==> src/rtl/mem_port_arbiter.sv <==
// mem_port_arbiter
// Shares one single-port memory between the IF fetch port and the MEM
// load/store port. Only one transaction is in flight at a time. Each
// transaction waits a fixed read latency, then the owner gets a one-cycle
// rvalid pulse together with registered read data.
//
// Ports
//   clk_i, rst_i                     clock, synchronous active-high reset
//   if_req_i/if_addr_i               fetch request (held until if_gnt_o)
//   if_gnt_o/if_rvalid_o/if_rdata_o  fetch grant, response pulse, data
//   ls_req_i/ls_we_i/ls_be_i/
//   ls_addr_i/ls_wdata_i             load/store request (held until ls_gnt_o)
//   ls_gnt_o/ls_rvalid_o/ls_rdata_o  load/store grant, completion, load data
//   mem_req_o/mem_we_o/mem_be_o/
//   mem_addr_o/mem_wdata_o           memory strobe, driven from the winner
//   mem_rdata_i                      memory read data, valid Lat cycles after mem_req_o
//   stall_if_o/stall_ls_o            freeze the requesting pipeline stage
//   busy_o                           a transaction is in WAIT or RESP
//
// Build option: define MEM_ARB_STARVE_GUARD_EN to add the fetch starvation
// guard. After StarveMax lost contentions, fetch wins the next one.
module mem_port_arbiter #(
  parameter int Width     = 32,
  parameter int AddrW     = 13,
  parameter int Lat       = 2,
  parameter int StarveMax = 4
) (
  input  logic             clk_i,
  input  logic             rst_i,
  input  logic             if_req_i,
  input  logic [AddrW-1:0] if_addr_i,
  output logic             if_gnt_o,
  output logic             if_rvalid_o,
  output logic [Width-1:0] if_rdata_o,
  input  logic             ls_req_i,
  input  logic             ls_we_i,
  input  logic [3:0]       ls_be_i,
  input  logic [AddrW-1:0] ls_addr_i,
  input  logic [Width-1:0] ls_wdata_i,
  output logic             ls_gnt_o,
  output logic             ls_rvalid_o,
  output logic [Width-1:0] ls_rdata_o,
  output logic             mem_req_o,
  output logic             mem_we_o,
  output logic [3:0]       mem_be_o,
  output logic [AddrW-1:0] mem_addr_o,
  output logic [Width-1:0] mem_wdata_o,
  input  logic [Width-1:0] mem_rdata_i,
  output logic             stall_if_o,
  output logic             stall_ls_o,
  output logic             busy_o
);
  localparam int CntW = $clog2(Lat + 1);

  typedef enum logic [1:0] {IDLE, WAIT, RESP} state_e;

  state_e           state_q, state_d;
  logic [CntW-1:0]  cnt_q, cnt_d;
  logic             owner_q, owner_d;   // 0 = IF, 1 = LS
  logic             we_q, we_d;
  logic [Width-1:0] if_rdata_q, if_rdata_d;
  logic [Width-1:0] ls_rdata_q, ls_rdata_d;
  logic             arb_en, gnt_if, gnt_ls, force_if;

  // Arbitration runs in IDLE and RESP. A reset cycle never grants, because
  // that transaction would be dropped anyway.
  assign arb_en = ~rst_i & ((state_q == IDLE) | (state_q == RESP));
  // LS normally wins because it holds the older instruction.
  assign gnt_ls = arb_en & ls_req_i & ~(force_if & if_req_i);
  assign gnt_if = arb_en & if_req_i & ~gnt_ls;

`ifdef MEM_ARB_STARVE_GUARD_EN
  localparam int StW = $clog2(StarveMax + 1);
  logic [StW-1:0] starve_q, starve_d;

  assign force_if = (starve_q >= StW'(StarveMax));

  // Counts contentions that fetch lost. It saturates at the threshold and
  // clears on any fetch grant.
  always_comb begin
    starve_d = starve_q;
    if (gnt_if)
      starve_d = '0;
    else if (gnt_ls && if_req_i && (starve_q < StW'(StarveMax)))
      starve_d = starve_q + StW'(1);
  end

  always_ff @(posedge clk_i) begin
    if (rst_i) starve_q <= '0;
    else       starve_q <= starve_d;
  end
`else
  assign force_if = 1'b0;
`endif

  always_comb begin
    state_d    = state_q;
    cnt_d      = cnt_q;
    owner_d    = owner_q;
    we_d       = we_q;
    if_rdata_d = if_rdata_q;
    ls_rdata_d = ls_rdata_q;
    case (state_q)
      IDLE, RESP: begin
        if (gnt_if | gnt_ls) begin
          owner_d = gnt_ls;
          we_d    = gnt_ls & ls_we_i;
          cnt_d   = CntW'(1);
          state_d = WAIT;
        end else begin
          state_d = IDLE;
        end
      end
      WAIT: begin
        if (cnt_q == CntW'(Lat)) begin
          state_d = RESP;
          if (owner_q) ls_rdata_d = we_q ? '0 : mem_rdata_i;
          else         if_rdata_d = mem_rdata_i;
        end else begin
          cnt_d = cnt_q + CntW'(1);
        end
      end
      default: state_d = IDLE;
    endcase
  end

  always_ff @(posedge clk_i) begin
    if (rst_i) begin
      state_q    <= IDLE;
      cnt_q      <= '0;
      owner_q    <= 1'b0;
      we_q       <= 1'b0;
      if_rdata_q <= '0;
      ls_rdata_q <= '0;
    end else begin
      state_q    <= state_d;
      cnt_q      <= cnt_d;
      owner_q    <= owner_d;
      we_q       <= we_d;
      if_rdata_q <= if_rdata_d;
      ls_rdata_q <= ls_rdata_d;
    end
  end

  assign if_gnt_o    = gnt_if;
  assign ls_gnt_o    = gnt_ls;
  assign mem_req_o   = gnt_if | gnt_ls;
  assign mem_we_o    = gnt_ls & ls_we_i;
  // Fetch is always a full-word read.
  assign mem_be_o    = gnt_ls ? ls_be_i   : (gnt_if ? 4'hF : 4'h0);
  assign mem_addr_o  = gnt_ls ? ls_addr_i : (gnt_if ? if_addr_i : '0);
  assign mem_wdata_o = gnt_ls ? ls_wdata_i : '0;

  assign if_rvalid_o = (state_q == RESP) & ~owner_q;
  assign ls_rvalid_o = (state_q == RESP) &  owner_q;
  assign if_rdata_o  = if_rdata_q;
  assign ls_rdata_o  = ls_rdata_q;

  assign stall_if_o  = (if_req_i & ~gnt_if) | (~owner_q & (state_q == WAIT));
  assign stall_ls_o  = (ls_req_i & ~gnt_ls) | ( owner_q & (state_q == WAIT));
  assign busy_o      = (state_q != IDLE);
endmodule

==> config.mk <==
export PLATFORM = sky130hd
export DESIGN_NAME = mem_port_arbiter
export DESIGN_NICKNAME = d
export VERILOG_FILES = /design/src/rtl/mem_port_arbiter.sv
export SDC_FILE = /design/constraint.sdc
export NUM_CORES = 1
export LEC_CHECK = 0
export CORE_MARGIN = 2
export CORE_UTILIZATION = 25
export CTS_CLUSTER_SIZE = 25
export DETAILED_ROUTE_END_ITERATION = 6
export DONT_BUFFER_PORTS = 1
export SETUP_SLACK_MARGIN = 0.5
export SYNTH_ARGS = -nofsm -noshare
export SYNTH_HDL_FRONTEND = slang
export SYNTH_SLANG_ARGS = --single-unit
==> constraint.sdc <==
create_clock -name clk_i -period 1.7 [get_ports clk_i]
set_input_delay 0.34 -clock clk_i [delete_from_list [all_inputs] [get_ports clk_i]]
set_output_delay 0.34 -clock clk_i [all_outputs]
set_load 0.01 [all_outputs]
==> run_results.csv <==
group,metric,value,unit
detailed_routing,drt_first_iter_violations,170,
sta,finalHoldWorstSlack,92.05,ps
placed_design,dpl.hpwl,6486,um
grt,grt_use_total,14.36,%
critical_path,r2r-start,"state_q[0]",
critical_path,crit_type,"reg -> out",
cells_and_area,final_nets,477,
sta,worst_slack,-69.51,ps
synthesis,synth_top_cell_by_area,"dfxtp_1",
placed_design,gp_congestion,0.8896,
critical_path,ff2ff_setup_slack,210,ps
sta,slew_headroom,74.09,%
floorplan,die_x,115.3,um
critical_path,startpoint_type,"register",
detailed_routing,via_count,2719,
detailed_routing,dr.pass1.iters,4,
power_and_ir_drop,leakage,1.337,nW
clock_tree,cts_root_buffer,"clkbuf_16",
clock_tree,insertion_delay,320,ps
synthesis,synthesis.nets,481,
critical_path,crit_start,"state_q[0]",
synthesis,syn_avg_cell_area,8.128,sq um
clock_tree,h-tree-depth,3,
flow_run,max_cap_viol_count,0,
power_and_ir_drop,pwr-share-clk,46.4,%
power_and_ir_drop,p_seq_share,44.6,%
floorplan,die-area,13290,sq um
sta,fin_setup_tns,-1666,ps
synthesis,netlist_instances,381,
sta,max_freq,0.5651,GHz
critical_path,cp.required,1360,ps
synthesis,ys_types,30,
power_and_ir_drop,powerDensity,972.3,nW/um^2
cells_and_area,nFillCells,1234,
power_and_ir_drop,sw_frac_of_total,22.89,%
cells_and_area,drive_gt1_share,23.30,%
clock_tree,cts_inserted_buffers,9,
synthesis,synth_top_area_share,45.25,%
placed_design,place_ws,221.6,ps
hold_path,hp-class,"in -> reg",
cells_and_area,finalInstanceArea,3915,sq um
placed_design,place_area,3358,sq um
critical_path,critPathMaxFanout,12,
synthesis,syn_area,3097,sq um
floorplan,dieHeight,115.3,um
clock_tree,clk_pin_slew,50,ps
power_and_ir_drop,power.total,3.806,mW
floorplan,start_util,25.67,%
grt,grt_max_degree,76,
critical_path,regToRegEndpoint,"ls_rdata_o[4]",
sta,fin_crit_sh,104.1,%
critical_path,reg2reg_depth,5,
synthesis,yosys-top-cells-area,"dfxtp_1, nand2_1, a21oi_1, nand3b_1, and2_1",
power_and_ir_drop,power.switching,871.5,uW
power_and_ir_drop,internal_power,2.935,mW
sta,slew_viol_final,0,
cells_and_area,instances_no_fill,550,
detailed_routing,wl_met1,4295,um
placed_design,dp_cells,524,
sta,hold_violations,0,
clock_tree,cts_sinks,70,
power_and_ir_drop,ir_drop,598.8,uV
detailed_routing,drc,0,
grt,grt_pass1_vias,2622,
detailed_routing,wl_per_cell,18.54,um
sta,fin_crit,1770,ps
detailed_routing,met3_length,897,um
power_and_ir_drop,combPwrFrac,9.0,%
critical_path,cp.arrival,1430,ps
clock_tree,postCtsHoldBufs,0,
cells_and_area,finish.utilization,32.46,%
detailed_routing,dr_wl_met2,4938,um
sta,worst_slew_pin_slew,388.7,ps
cells_and_area,syn_to_final_growth,26.42,%
grt,antenna_found_initial,0,
detailed_routing,drt_wl_total,10200,um
placed_design,place.port_buffers,0,
detailed_routing,vias_per_cell,4.944,
outcome,violations,"setup timing",
sta,rsz0062_at_grt,"yes",
cells_and_area,final_common_cell,"nand2_1",
grt,grt_pass1_wl,14370,um
grt,grt-ovfl-total,0,
synthesis,ys_seq_elements,70,
hold_path,min-delay-start,"rst_i",
sta,clock_skew,4.781,ps
synthesis,yosysWarnings,0,
hold_path,hold_depth,1,
cells_and_area,layout_common_cells,"nand2_1, a21oi_1, dfxtp_1",
floorplan,rows,40,
detailed_routing,highest_layer,"met4",
sta,setup_viol,40,
clock_tree,cts_tree,"yes",
hold_path,hold_path_end,"owner_q",
detailed_routing,postRouteAntennaNets,0,
synthesis,ys_seq_area_share,45.25,%
clock_tree,cts_buffer_depth,2,
critical_path,cp-end-kind,"output pin",
floorplan,num_io_pins,221,
cells_and_area,diodes,0,
outcome,run_status,"finished with violations",
floorplan,core,12060,sq um
[final cells by class]
type                       count  area, sq um  share of cell area (%)
multi-input combinational    273         1700                   43.43
inverter                       5        21.27                  0.5433
sequential                    70         1415                   36.15
clock buffer                  13        270.3                   6.903
tap                          168        210.2                   5.369
timing repair buffer          18        280.3                   7.159
clock inverter                 3        17.52                  0.4474
[state kept, by name, indices dropped and copies added, names as in the netlist]
name	count
if_rdata_o	32
ls_rdata_o	32
cnt_q	2
state_q	2
owner_q	1
we_q	1
[Yosys cell counts]
cell type and number:
nand3b_1 32, and4b_1 1, a2bb2oi_1 1, o21ai_0 1, nor4_4 1, a32o_1 1, and4bb_1 1, dfxtp_1 70
nor3_1 2, o22ai_1 1, a21o_1 5, nand2_1 96, a22o_1 13, nor3b_1 3, nor2_1 5, nand4b_1 1
and2_1 33, clkbuf_1 11, o21a_1 1, inv_1 5, buf_6 4, nand4bb_1 1, buf_1 2, nor3b_2 1
a21oi_1 68, or2_2 1, ha_1 1, nand2b_1 2, buf_2 16, o21bai_1 1
[critical path, stage by stage (launching register included)]
cell and delay (ps):
dfxtp_4 370, nor3b_4 260, buf_6 170, buf_16 130, a21o_1 170
[routing by layer]
layer | track usage [%] | vias to the layer above
met4 | 4.177 | 0
met3 | 5.851 | 6
li1 | - | 1271
met1 | 17.53 | 1311
met5 | 0 | -
met2 | 23.33 | 131
[repair_timing]
action,in CTS,in global routing
setup endpoints to repair,123,124
buffers inserted,4,1
gates cloned,2,3
gates resized for setup,23,6
pin swaps,5,2
[power groups by stage]
stage	Sequential, mW	Combinational (mW)	Clock [mW]
floorplan	1.72	0.270	0
global placement	1.73	0.262	0
detailed placement	1.74	0.267	0
CTS	1.69	0.317	1.84
global route	1.70	0.368	1.91
finish	1.70	0.343	1.77
[logic make-up (layout without fill, tap and decap cells)]
| kind of cell | count (synthesis) | in the layout | synth area share [%] |
|---|---|---|---|
| AO/OA/AOI/OAI | 92 | 92 | 17.33 |
| AND/OR/NAND/NOR | 180 | 180 | 30.79 |
| buffers and inverters | 38 | 39 | 6.222 |
| adder cells (fa/ha/maj) | 1 | 1 | 0.4040 |
| flip-flops | 70 | 70 | 45.25 |
[how the worst max path moves through the flow]
stage | to | slack (ps) | cells past startpoint
final | mem_be_o[3] | -70 | 4
after global routing | mem_addr_o[7] | -120 | 3
after CTS | mem_be_o[1] | -70 | 4
after detailed placement | mem_addr_o[7] | 220 | 3
after global placement | mem_addr_o[7] | 240 | 3
after floorplan | mem_addr_o[10] | 190 | 3
Note: power is estimated with default switching activity, not from simulation.
